File: src/rtl/mem_arbiter.sv
// -----------------------------------------------------------------------------
// mem_arbiter
// Shares one asynchronous-read / synchronous-write data RAM between a CPU data
// port and a burst-read (DMA-style) client.
//
// While no burst is active the CPU owns the RAM. An accepted burst request
// moves the block into BURST, where a word is read in any cycle the CPU does
// not request the RAM. If the CPU keeps requesting, the burst word is forced
// through after MAX_WAIT denied cycles, and the CPU is stalled for that cycle.
//
// Ports
//   clk, rst_n            clock, asynchronous active-low reset
//   c_req/c_we/c_addr/    CPU access request, write enable, word address,
//   c_wdata               write data
//   c_rdata, c_stall      CPU read data (RAM passthrough), access not granted
//   d_req/d_addr/d_len    burst request (level), base word address, length-1
//   d_ack                 one-cycle pulse when a burst is accepted
//   d_rdata/d_valid       registered burst word and its one-cycle valid pulse
//   d_done                pulse with the last d_valid of a burst
//   mem_a/mem_d/mem_we    RAM address, write data, write enable
//   mem_spo               RAM asynchronous read data
// -----------------------------------------------------------------------------
module mem_arbiter #(
  parameter int AW       = 15,
  parameter int DW       = 32,
  parameter int MAX_WAIT = 4
) (
  input  logic          clk,
  input  logic          rst_n,
  input  logic          c_req,
  input  logic          c_we,
  input  logic [AW-1:0] c_addr,
  input  logic [DW-1:0] c_wdata,
  output logic [DW-1:0] c_rdata,
  output logic          c_stall,
  input  logic          d_req,
  input  logic [AW-1:0] d_addr,
  input  logic [3:0]    d_len,
  output logic          d_ack,
  output logic [DW-1:0] d_rdata,
  output logic          d_valid,
  output logic          d_done,
  output logic [AW-1:0] mem_a,
  output logic [DW-1:0] mem_d,
  output logic          mem_we,
  input  logic [DW-1:0] mem_spo
);

  localparam int            WW       = (MAX_WAIT < 1) ? 1 : $clog2(MAX_WAIT + 1);
  localparam logic [WW-1:0] WAIT_MAX = WW'(MAX_WAIT);

  localparam logic [0:0] S_IDLE  = 1'b0;
  localparam logic [0:0] S_BURST = 1'b1;

  logic [0:0]    state_q,   state_d;
  logic [AW-1:0] base_q,    base_d;
  logic [3:0]    len_q,     len_d;
  logic [3:0]    idx_q,     idx_d;
  logic [WW-1:0] wait_q,    wait_d;
  logic          d_ack_q,   d_ack_d;
  logic          d_valid_q, d_valid_d;
  logic          d_done_q,  d_done_d;
  logic [DW-1:0] d_rdata_q, d_rdata_d;

  logic          in_burst;
  logic          dma_gnt;
  logic          cpu_gnt;
  logic [AW-1:0] burst_a;

  // Grant decision. In IDLE the CPU is always granted; in BURST the burst wins
  // whenever the CPU is quiet or has already been let through MAX_WAIT times.
  always_comb begin
    in_burst = (state_q == S_BURST);
    dma_gnt  = in_burst & (~c_req | (wait_q == WAIT_MAX));
    cpu_gnt  = in_burst ? (c_req & ~dma_gnt) : c_req;
    // Truncation to AW bits gives the required address wrap-around.
    burst_a  = base_q + AW'(idx_q);
    mem_a    = dma_gnt ? burst_a : c_addr;
    // rst_n gating keeps the RAM and CPU quiet while reset is held.
    mem_we   = rst_n & c_req & c_we & cpu_gnt;
    c_stall  = rst_n & c_req & ~cpu_gnt;
  end

  assign mem_d   = c_wdata;
  assign c_rdata = mem_spo;
  assign d_ack   = d_ack_q;
  assign d_valid = d_valid_q;
  assign d_done  = d_done_q;
  assign d_rdata = d_rdata_q;

  always_comb begin
    state_d   = state_q;
    base_d    = base_q;
    len_d     = len_q;
    idx_d     = idx_q;
    wait_d    = wait_q;
    d_ack_d   = 1'b0;
    d_valid_d = 1'b0;
    d_done_d  = 1'b0;
    d_rdata_d = d_rdata_q;
    if (state_q == S_IDLE) begin
      if (d_req) begin
        base_d  = d_addr;
        len_d   = d_len;
        idx_d   = 4'd0;
        wait_d  = '0;
        d_ack_d = 1'b1;
        state_d = S_BURST;
      end
    end else begin
      // d_req is deliberately not looked at here.
      if (dma_gnt) begin
        d_rdata_d = mem_spo;
        d_valid_d = 1'b1;
        idx_d     = idx_q + 4'd1;
        wait_d    = '0;
        if (idx_q == len_q) begin
          d_done_d = 1'b1;
          state_d  = S_IDLE;
        end
      end else if (wait_q != WAIT_MAX) begin
        wait_d = wait_q + 1'b1;
      end
    end
  end

  always_ff @(posedge clk or negedge rst_n) begin
    if (!rst_n) begin
      state_q   <= S_IDLE;
      base_q    <= '0;
      len_q     <= '0;
      idx_q     <= '0;
      wait_q    <= '0;
      d_ack_q   <= 1'b0;
      d_valid_q <= 1'b0;
      d_done_q  <= 1'b0;
      d_rdata_q <= '0;
    end else begin
      state_q   <= state_d;
      base_q    <= base_d;
      len_q     <= len_d;
      idx_q     <= idx_d;
      wait_q    <= wait_d;
      d_ack_q   <= d_ack_d;
      d_valid_q <= d_valid_d;
      d_done_q  <= d_done_d;
      d_rdata_q <= d_rdata_d;
    end
  end

endmodule

File: config.mk
export PLATFORM = sky130hd
export DESIGN_NAME = mem_arbiter
export DESIGN_NICKNAME = d
export VERILOG_FILES = /design/src/rtl/mem_arbiter.sv
export SDC_FILE = /design/constraint.sdc
export NUM_CORES = 1
export LEC_CHECK = 0
export CORE_ASPECT_RATIO = 1.1
export CORE_MARGIN = 2
export CORE_UTILIZATION = 40
export DETAILED_ROUTE_END_ITERATION = 8
export GPL_TIMING_DRIVEN = 0
export PLACE_DENSITY = 0.95
export SLEW_MARGIN = 10
export SYNTH_ARGS = -nofsm -noshare
export SYNTH_HDL_FRONTEND = slang
export SYNTH_SLANG_ARGS = --single-unit
File: constraint.sdc
create_clock -name clk -period 4.27 [get_ports clk]
set_input_delay 0.854 -clock clk [delete_from_list [all_inputs] [get_ports clk]]
set_output_delay 0.854 -clock clk [all_outputs]
set_load 0.01 [all_outputs]
==> results.txt, run 1 <==
F_max: 0.254 GHz
P&R area growth vs syn: 62.6%
Postcts setup bufs: 0
Leak pwr: 2.57 nW
GRT Util Overall: 20.3%
Filler Cells Inserted: 657
Commonest non-fill, non-tap cell in the layout: clkdlybuf4s50_1
Fin crit share: 92.3%
Slew Limit Headroom: 47.4%
Routed Antenna Nets: 0
Vias: 3194
Met2 usage: 36.2%
Vias in the first global route: 3240
Proportion of synthesized area in mux cells: 5.55%
Detailed Routing Iterations Pass 1: 4
Resize count post-CTS: 0
Layout cells sized above 1: 19.9%
Peak VDD IR: 239 uV
Final hold violation count: 0
Area leader, netlist: dfrtp_1
Synth area leaders: dfrtp_1 45%, buf_4 14%, nand2_1 13%, mux2_2 5.6%, xnor2_1 3.0%
Die Wd: 92.5 um
Via/cell ratio: 4.66
Register area share after synthesis: 45.0%
Combinational family with the most area after synthesis: simple AND/OR/NAND/NOR gates
Critical path data required time: 3420 ps
Pwr Total: 3.02 mW
Initial DRC count: 123
Nets: 683
Adder-cell share of the synthesized area: 3.12%
Placer Congestion: 0.834
Critical path launch point type: primary input
Post-Synth Simple-Gate Area: 17.1%
Synth Area in XOR/XNOR: 5.08%
Worst-path fanout max: 10
DRT Wirelength: 9.61 mm
Initial antenna violation count: 0
First-pass GRT wire length: 15.0 mm
Post-synth cell types: 36
Clock slew at reported path FFs: 60 ps
H-tree depth: 3
Residual DRC: 0
Hold Buf Count CTS: 0
Longest Clk Path Bufs: 2
Synth warn: 0
PD cells: 538 mW/mm^2
Core area: 0.00836 mm^2
Core Util, Final: 67.0%
Worst-Margin Slew: 790 ps
CTS tree: done
Row count: 35
IO Pins: 219
Seq cells post-synth: 62
Clock insertion delay at the later pin of the skew report: 330 ps
Top cell type's share of synthesized area: 45.0%
Grt peak-use layer: met2
Overflow after GRT: 0
GR Util met1: 22.7%
FF+latch area: 0.00155 mm^2
Routed len/inst: 14.0 um
Die H: 101 um
I/O Buffers: 186
Max cap viols: 0
HPWL after detailed placement: 7.56 mm
Cells after synthesis: 375
Multi-input combinational cell area: 0.00132 mm^2
Clock Tree Root: clkbuf_8
Net Count, Synth: 486
TritonCTS Buffers: 9
Syn Area/Cell: 9.19 um^2
Crit Path Class: in -> out
Critical Path AT: 3090 ps
Final number of setup-violating endpoints: 0
Antenna diode count: 0
Commonest cells after routing, fill and taps aside: 185 x clkdlybuf4s50_1, 121 x nand2_1, 65 x buf_4
Status: completed
Initial Util: 41.2%
Largest net degree at the start of global routing: 65
Clock Sinks: 62
HP Class: reg -> reg
Compound-Gate Fraction of Synth Area: 7.37%
GRT met3 Usage: 6.77%
Tmin final: 3940 ps
Mapped cell area: 0.00345 mm^2
Worst setup EP type: output pin
Unrepaired setup endpoints after global routing: no
Max-slew violation count: 0
Fin Clk Skew: 5.75 ps
Die area: 0.00938 mm^2
## worst max-delay path: stages
cell and delay [ps]:
clkdlybuf4s50_1 490, a21boi_2 260, nand2b_1 170, buf_2 250
buf_2 270, nand2_1 80, o21ai_0 100, clkdlybuf4s50_1 600
## layout make-up
class | count | area share (%)
plain buffers | 78 | 9.77
repair buffers | 186 | 33.2
well taps | 111 | 2.48
inverters | 8 | 0.536
clock inverters | 2 | 0.179
clock buffers | 11 | 2.70
multi-input cells | 227 | 23.5
flip-flops and latches | 62 | 27.7
## kinds of logic (layout without fill, tap and decap cells)
kind of cell,Yosys count,in the layout
and+or+nand+nor,146,146
buffers and inverters,86,285
DFF,62,62
AOI/OAI and AO/OA,36,36
xor gates and xnor gates,20,20
muxes,17,17
adders and majority gates,8,8
## report_power, final
part | internal (mW) | switching (mW)
Combinational | 0.838 | 0.717
Clock | 0.231 | 0.206
Sequential | 0.830 | 0.193
Total | 1.90 | 1.12
## per-stage QoR
| step | setup TNS, ps | setup WS (ps) | instance area [um^2] | cells | hold WS (ps) |
|---|---|---|---|---|---|
| after global placement | -1670 | -901 | 5450 | 672 | 456 |
| after global routing | 0 | 177 | 5610 | 685 | 491 |
| final | 0 | 331 | 5610 | 685 | 475 |
| after floorplan | 0 | 1460 | 3450 | 375 | 487 |
| after detailed placement | 0 | 295 | 5450 | 672 | 462 |
| after CTS | 0 | 281 | 5610 | 685 | 477 |
## final timing paths
kind	start	endpoint	slack, ps	cells after the start
max reg2reg	wait_q[0]	d_rdata[6]	2320	9
min in group asynchronous	rst_n	d_rdata[25]	610	1
max in group asynchronous	rst_n	d_rdata[8]	3140	1
max	c_req	mem_a[2]	330	8
min	d_rdata[14]	d_rdata[14]	480	2
min reg2reg	d_rdata[14]	d_rdata[14]	480	2
## registers in the layout (all words and copies together) (netlist names)
| register | count |
|---|---|
| d_rdata | 32 |
| base_q | 15 |
| idx_q | 4 |
| len_q | 4 |
| wait_q | 3 |
| d_ack | 1 |
| d_done | 1 |
| d_valid | 1 |
| in_burst | 1 |
## Yosys cell counts, drive strengths merged
cell,count
a211oi,2
mux2,17
nand2,122
nand2b,2
a32o,1
dfrtp,62
and2b,1
clkbuf,2
xor2,8
inv,8
a21o,2
o21a,2
ha,7
a21boi,1
nor2,7
o31ai,1
o211ai,1
nand4,2
a22o,1
nand3,6
buf,76
o21ai,22
a21oi,1
fa,1
xnor2,12
o2111ai,1
and4,2
nor2b,2
a2111oi,1
nor3,2
## layer usage
layer | wire, um | vias to the layer above
li1 | - | 1536
met1 | 3620 | 1488
met2 | 4940 | 148
met3 | 819 | 22
met4 | 227 | 0
met5 | 0 | -
No activity file was read; power rests on OpenSTA's default activity.
==> run 2: changes to the inputs <==
RECOVER_POWER = 50   (was not set)
==> results.txt, run 2 (same netlist as run 1, synthesis figures left out) <==
DP Area: 0.00545 mm^2
Crit Path Class: in -> out
Longest Clk Path Bufs: 2
Final Instance Area: 0.00560 mm^2
Routed Antenna Nets: 0
Tmin final: 4020 ps
Clock Sinks: 62
Postcts setup bufs: 0
Row count: 35
Residual DRC: 0
Fin crit share: 94.1%
Via/cell ratio: 4.68
Unrepaired setup endpoints after global routing: no
Critical path data required time: 3420 ps
Vias: 3209
I/O Buffers: 186
Clock Tree Root: clkbuf_8
Peak VDD IR: 234 uV
First-pass GRT wire length: 15.0 mm
DRT Wirelength: 9.61 mm
Initial antenna violation count: 0
Initial Util: 41.2%
Die Wd: 92.5 um
Max cap viols: 1
Clock insertion delay at the later pin of the skew report: 330 ps
Core area: 0.00836 mm^2
H-tree depth: 3
Setup ws final: 251 ps
Die H: 101 um
Slew Limit Headroom: -4.45%
CTS tree: done
Pwr Total: 2.96 mW
Max-slew violation count: 65
Fin Clk Skew: 5.12 ps
Worst setup EP type: output pin
Final number of setup-violating endpoints: 0
Critical path launch point type: primary input
Critical Path AT: 3170 ps
Commonest non-fill, non-tap cell in the layout: clkdlybuf4s50_1
IO Pins: 219
HPWL after detailed placement: 7.56 mm
GRT Util Overall: 20.3%
Largest net degree at the start of global routing: 65
Setup TNS: 0 ps
HP Class: reg -> reg
P&R area growth vs syn: 62.5%
Vias in the first global route: 3240
Commonest cells after routing, fill and taps aside: 148 x clkdlybuf4s50_1, 121 x nand2_1, 64 x buf_4
Pre-CTS setup slack: 295 ps
Layout cells sized above 1: 19.3%
TritonCTS Buffers: 9
Core Util, Final: 67.0%
Nets: 683
Clock slew at reported path FFs: 60 ps
Resize count post-CTS: 0
Leak pwr: 2.59 nW
Post-route insts no fill: 685
Die area: 0.00938 mm^2
Cells after DPL: 672
Overflow after GRT: 0
Worst-Margin Slew: 1570 ps
Final hold violation count: 0
Routed len/inst: 14.0 um
Initial DRC count: 128
Placer Congestion: 0.834
Detailed Routing Iterations Pass 1: 4
Worst hold slack: 470 ps
Failing checks: max-capacitance violations, max-slew violations
PD cells: 529 mW/mm^2
Max reg flops: 32
Antenna diode count: 0
Worst-path fanout max: 10
Hold Buf Count CTS: 0
F_max: 0.249 GHz
Status: finished, violations left
run 2: cell types whose count changed in the layout (fill, tap and decap cells not counted), sizes merged:
cell / previous run / this run
clkdlybuf4s50: 185 / 148
dlygate4sd3: 0 / 37
buf: 77 / 73
clkbuf: 13 / 17
run 2: critical path, cell delays in order:
cell             delay (ps)
dlygate4sd3_1           560
a21boi_2                260
nand2b_1                170
buf_2                   260
buf_2                   270
nand2_1                  80
o21ai_0                 110
clkdlybuf4s50_1         610
run 2: area by class of cell:
type,instances,area [um^2]
buffer,78,544
clock buffer,11,151
clock inverter,2,10.0
fill,661,2760
inverter,8,30.0
multi-input combinational,227,1320
sequential,62,1550
tap,111,139
timing repair buffer,186,1860
run 2: layer usage:
layer	GRT usage [%]	routed length, um
met5	0	0
met4	7.35	240
met3	6.77	821
met2	36.2	4960
met1	22.7	3590
run 2: final timing paths:
kind                       cells past startpoint        start  slack (ps)     endpoint
setup / recovery                               8        c_req         250     mem_a[2]
hold / removal                                 2  d_rdata[14]         470  d_rdata[14]
max in group asynchronous                      1        rst_n        2420  d_rdata[10]
setup reg to reg                               9    wait_q[0]        2330     idx_q[2]
hold reg to reg                                2  d_rdata[14]         470  d_rdata[14]
min in group asynchronous                      1        rst_n         920  d_rdata[25]
run 2: power breakdown:
group / leakage, nW / switching (mW) / internal (mW)
combinational: 1.75 / 0.719 / 0.792
clock: 0.0869 / 0.205 / 0.230
sequential: 0.758 / 0.187 / 0.830
==> run 3: changes to the inputs <==
GPL_TIMING_DRIVEN = 1   (was 0)
==> results.txt, run 3 (same netlist as run 1, synthesis figures left out) <==
Status: finished, violations left
Failing checks: max-capacitance violations, max-slew violations
M1 WL: 3.27 mm
Unrepaired setup endpoints after global routing: no
Die Wd: 92.5 um
HP Class: reg -> reg
Residual DRC: 0
Flop-to-flop setup slack: 1960 ps
DP Area: 0.00461 mm^2
Max reg flops: 32
Crit-path leading delay family: compound AO/OA/AOI/OAI gates
Clock Sinks: 62
H-tree depth: 3
Slew Limit Headroom: -0.452%
Clock insertion delay at the later pin of the skew report: 330 ps
Vias in the first global route: 2902
Die area: 0.00938 mm^2
Routed len/inst: 14.8 um
Die H: 101 um
Initial DRC count: 85
I/O Buffers: 154
IO Pins: 219
Antenna diode count: 0
Critical path depth: 9
Commonest cells after routing, fill and taps aside: 129 x clkdlybuf4s50_1, 121 x nand2_1, 62 x dfrtp_1
HPWL after detailed placement: 6.53 mm
Detailed Routing Iterations Pass 1: 4
Worst setup EP type: output pin
Critical path's largest stage delay: 550 ps
Tmin final: 3950 ps
Setup TNS: 0 ps
Hold Buf Count CTS: 0
Worst-path fanout max: 6
Layout cells sized above 1: 9.34%
Clock Tree Root: clkbuf_8
DRT Wirelength: 8.61 mm
Worst r2r path cells: 9
Met2 WL post-DR: 4.46 mm
Commonest non-fill, non-tap cell in the layout: clkdlybuf4s50_1
Core area: 0.00836 mm^2
Routed Antenna Nets: 0
Peak VDD IR: 269 uV
First-pass GRT wire length: 13.3 mm
Critical path buffer and inverter count: 2
Postcts setup bufs: 0
Final hold violation count: 0
Via/cell ratio: 4.73
Placer Congestion: 0.777
PD cells: 633 mW/mm^2
GRT Util Overall: 18.3%
Fin Clk Skew: 8.55 ps
Met3 Routed Length: 704 um
CTS tree: done
Crit Path Class: reg -> out
Crit-path slowest cell: clkdlybuf4s50_1
Longest Clk Path Bufs: 2
Vias: 2753
CP most frequent cell: o21ai_2
Fin crit share: 92.4%
Final Instance Area: 0.00485 mm^2
Worst-Margin Slew: 1510 ps
Leak pwr: 2.16 nW
Initial Util: 41.2%
Critical Path AT: 3090 ps
F_max: 0.253 GHz
Critical path data required time: 3420 ps
Max cap viols: 1
Critical path launch point type: register
P&R area growth vs syn: 40.8%
TritonCTS Buffers: 9
Top Layer Used: met4
Hold path depth: 2
Max-slew violation count: 62
Crit path cell chain: ha_1 > inv_1 > fa_1 > and2b_1 > o21ai_2 > a2111oi_4 > xnor2_1 > o21ai_2 > clkdlybuf4s50_1
Clock slew at reported path FFs: 60 ps
Nets: 577
Overflow after GRT: 0
Largest net degree at the start of global routing: 63
Row count: 35
Final number of setup-violating endpoints: 0
Initial antenna violation count: 0
Resize count post-CTS: 0
## run 3: worst paths after layout
path / startpoint / end
max: idx_q[0] / mem_a[14]
min reg2reg: d_rdata[0] / d_rdata[0]
max reg2reg: wait_q[0] / idx_q[2]
min: d_rdata[0] / d_rdata[0]
min in group asynchronous: rst_n / base_q[9]
max in group asynchronous: rst_n / wait_q[1]
## run 3: worst reg2reg max path: cells and delay by family, from the launching register on
family                     cells  cell delay [ps]
adders and majority gates      1              240
and+or+nand+nor                3              740
AOI/OAI and AO/OA              1              250
xor gates and xnor gates       1              150
buffers and inverters          3              430
DFF                            1              360
## run 3: stage by stage
stage                     hold slack, ps  util, %  power (mW)  setup WS [ps]  cells
after global placement               456     55.1        2.41            531    566
after CTS                            479     58.1        3.14            317    582
after floorplan                      487        -        1.83           1460    375
after detailed placement             463     55.1        2.48            389    566
final                                467     58.0        3.07            325    582
after global routing                 501     58.0        3.28            167    582
## run 3: final cells by class
| class | count | area [um^2] |
|---|---|---|
| fillers | 686 | 3510 |
| repair buffers | 158 | 1560 |
| flip-flops and latches | 62 | 1550 |
| multi-input cells | 227 | 1320 |
| clock buffers | 13 | 159 |
| well taps | 111 | 139 |
| clock inverters | 3 | 90.1 |
| inverters | 8 | 30.0 |
## run 3: metal layers
layer / up-vias / track usage [%]
li1: 1325 / -
met1: 1291 / 19.4
met2: 113 / 33.0
met3: 24 / 6.10
met4: 0 / 8.27
met5: - / 0
## run 3: where the power goes
group / internal, mW / switching, mW / total (mW)
registers: 0.829 / 0.197 / 1.03
logic: 0.738 / 0.668 / 1.41
clock network: 0.421 / 0.218 / 0.639
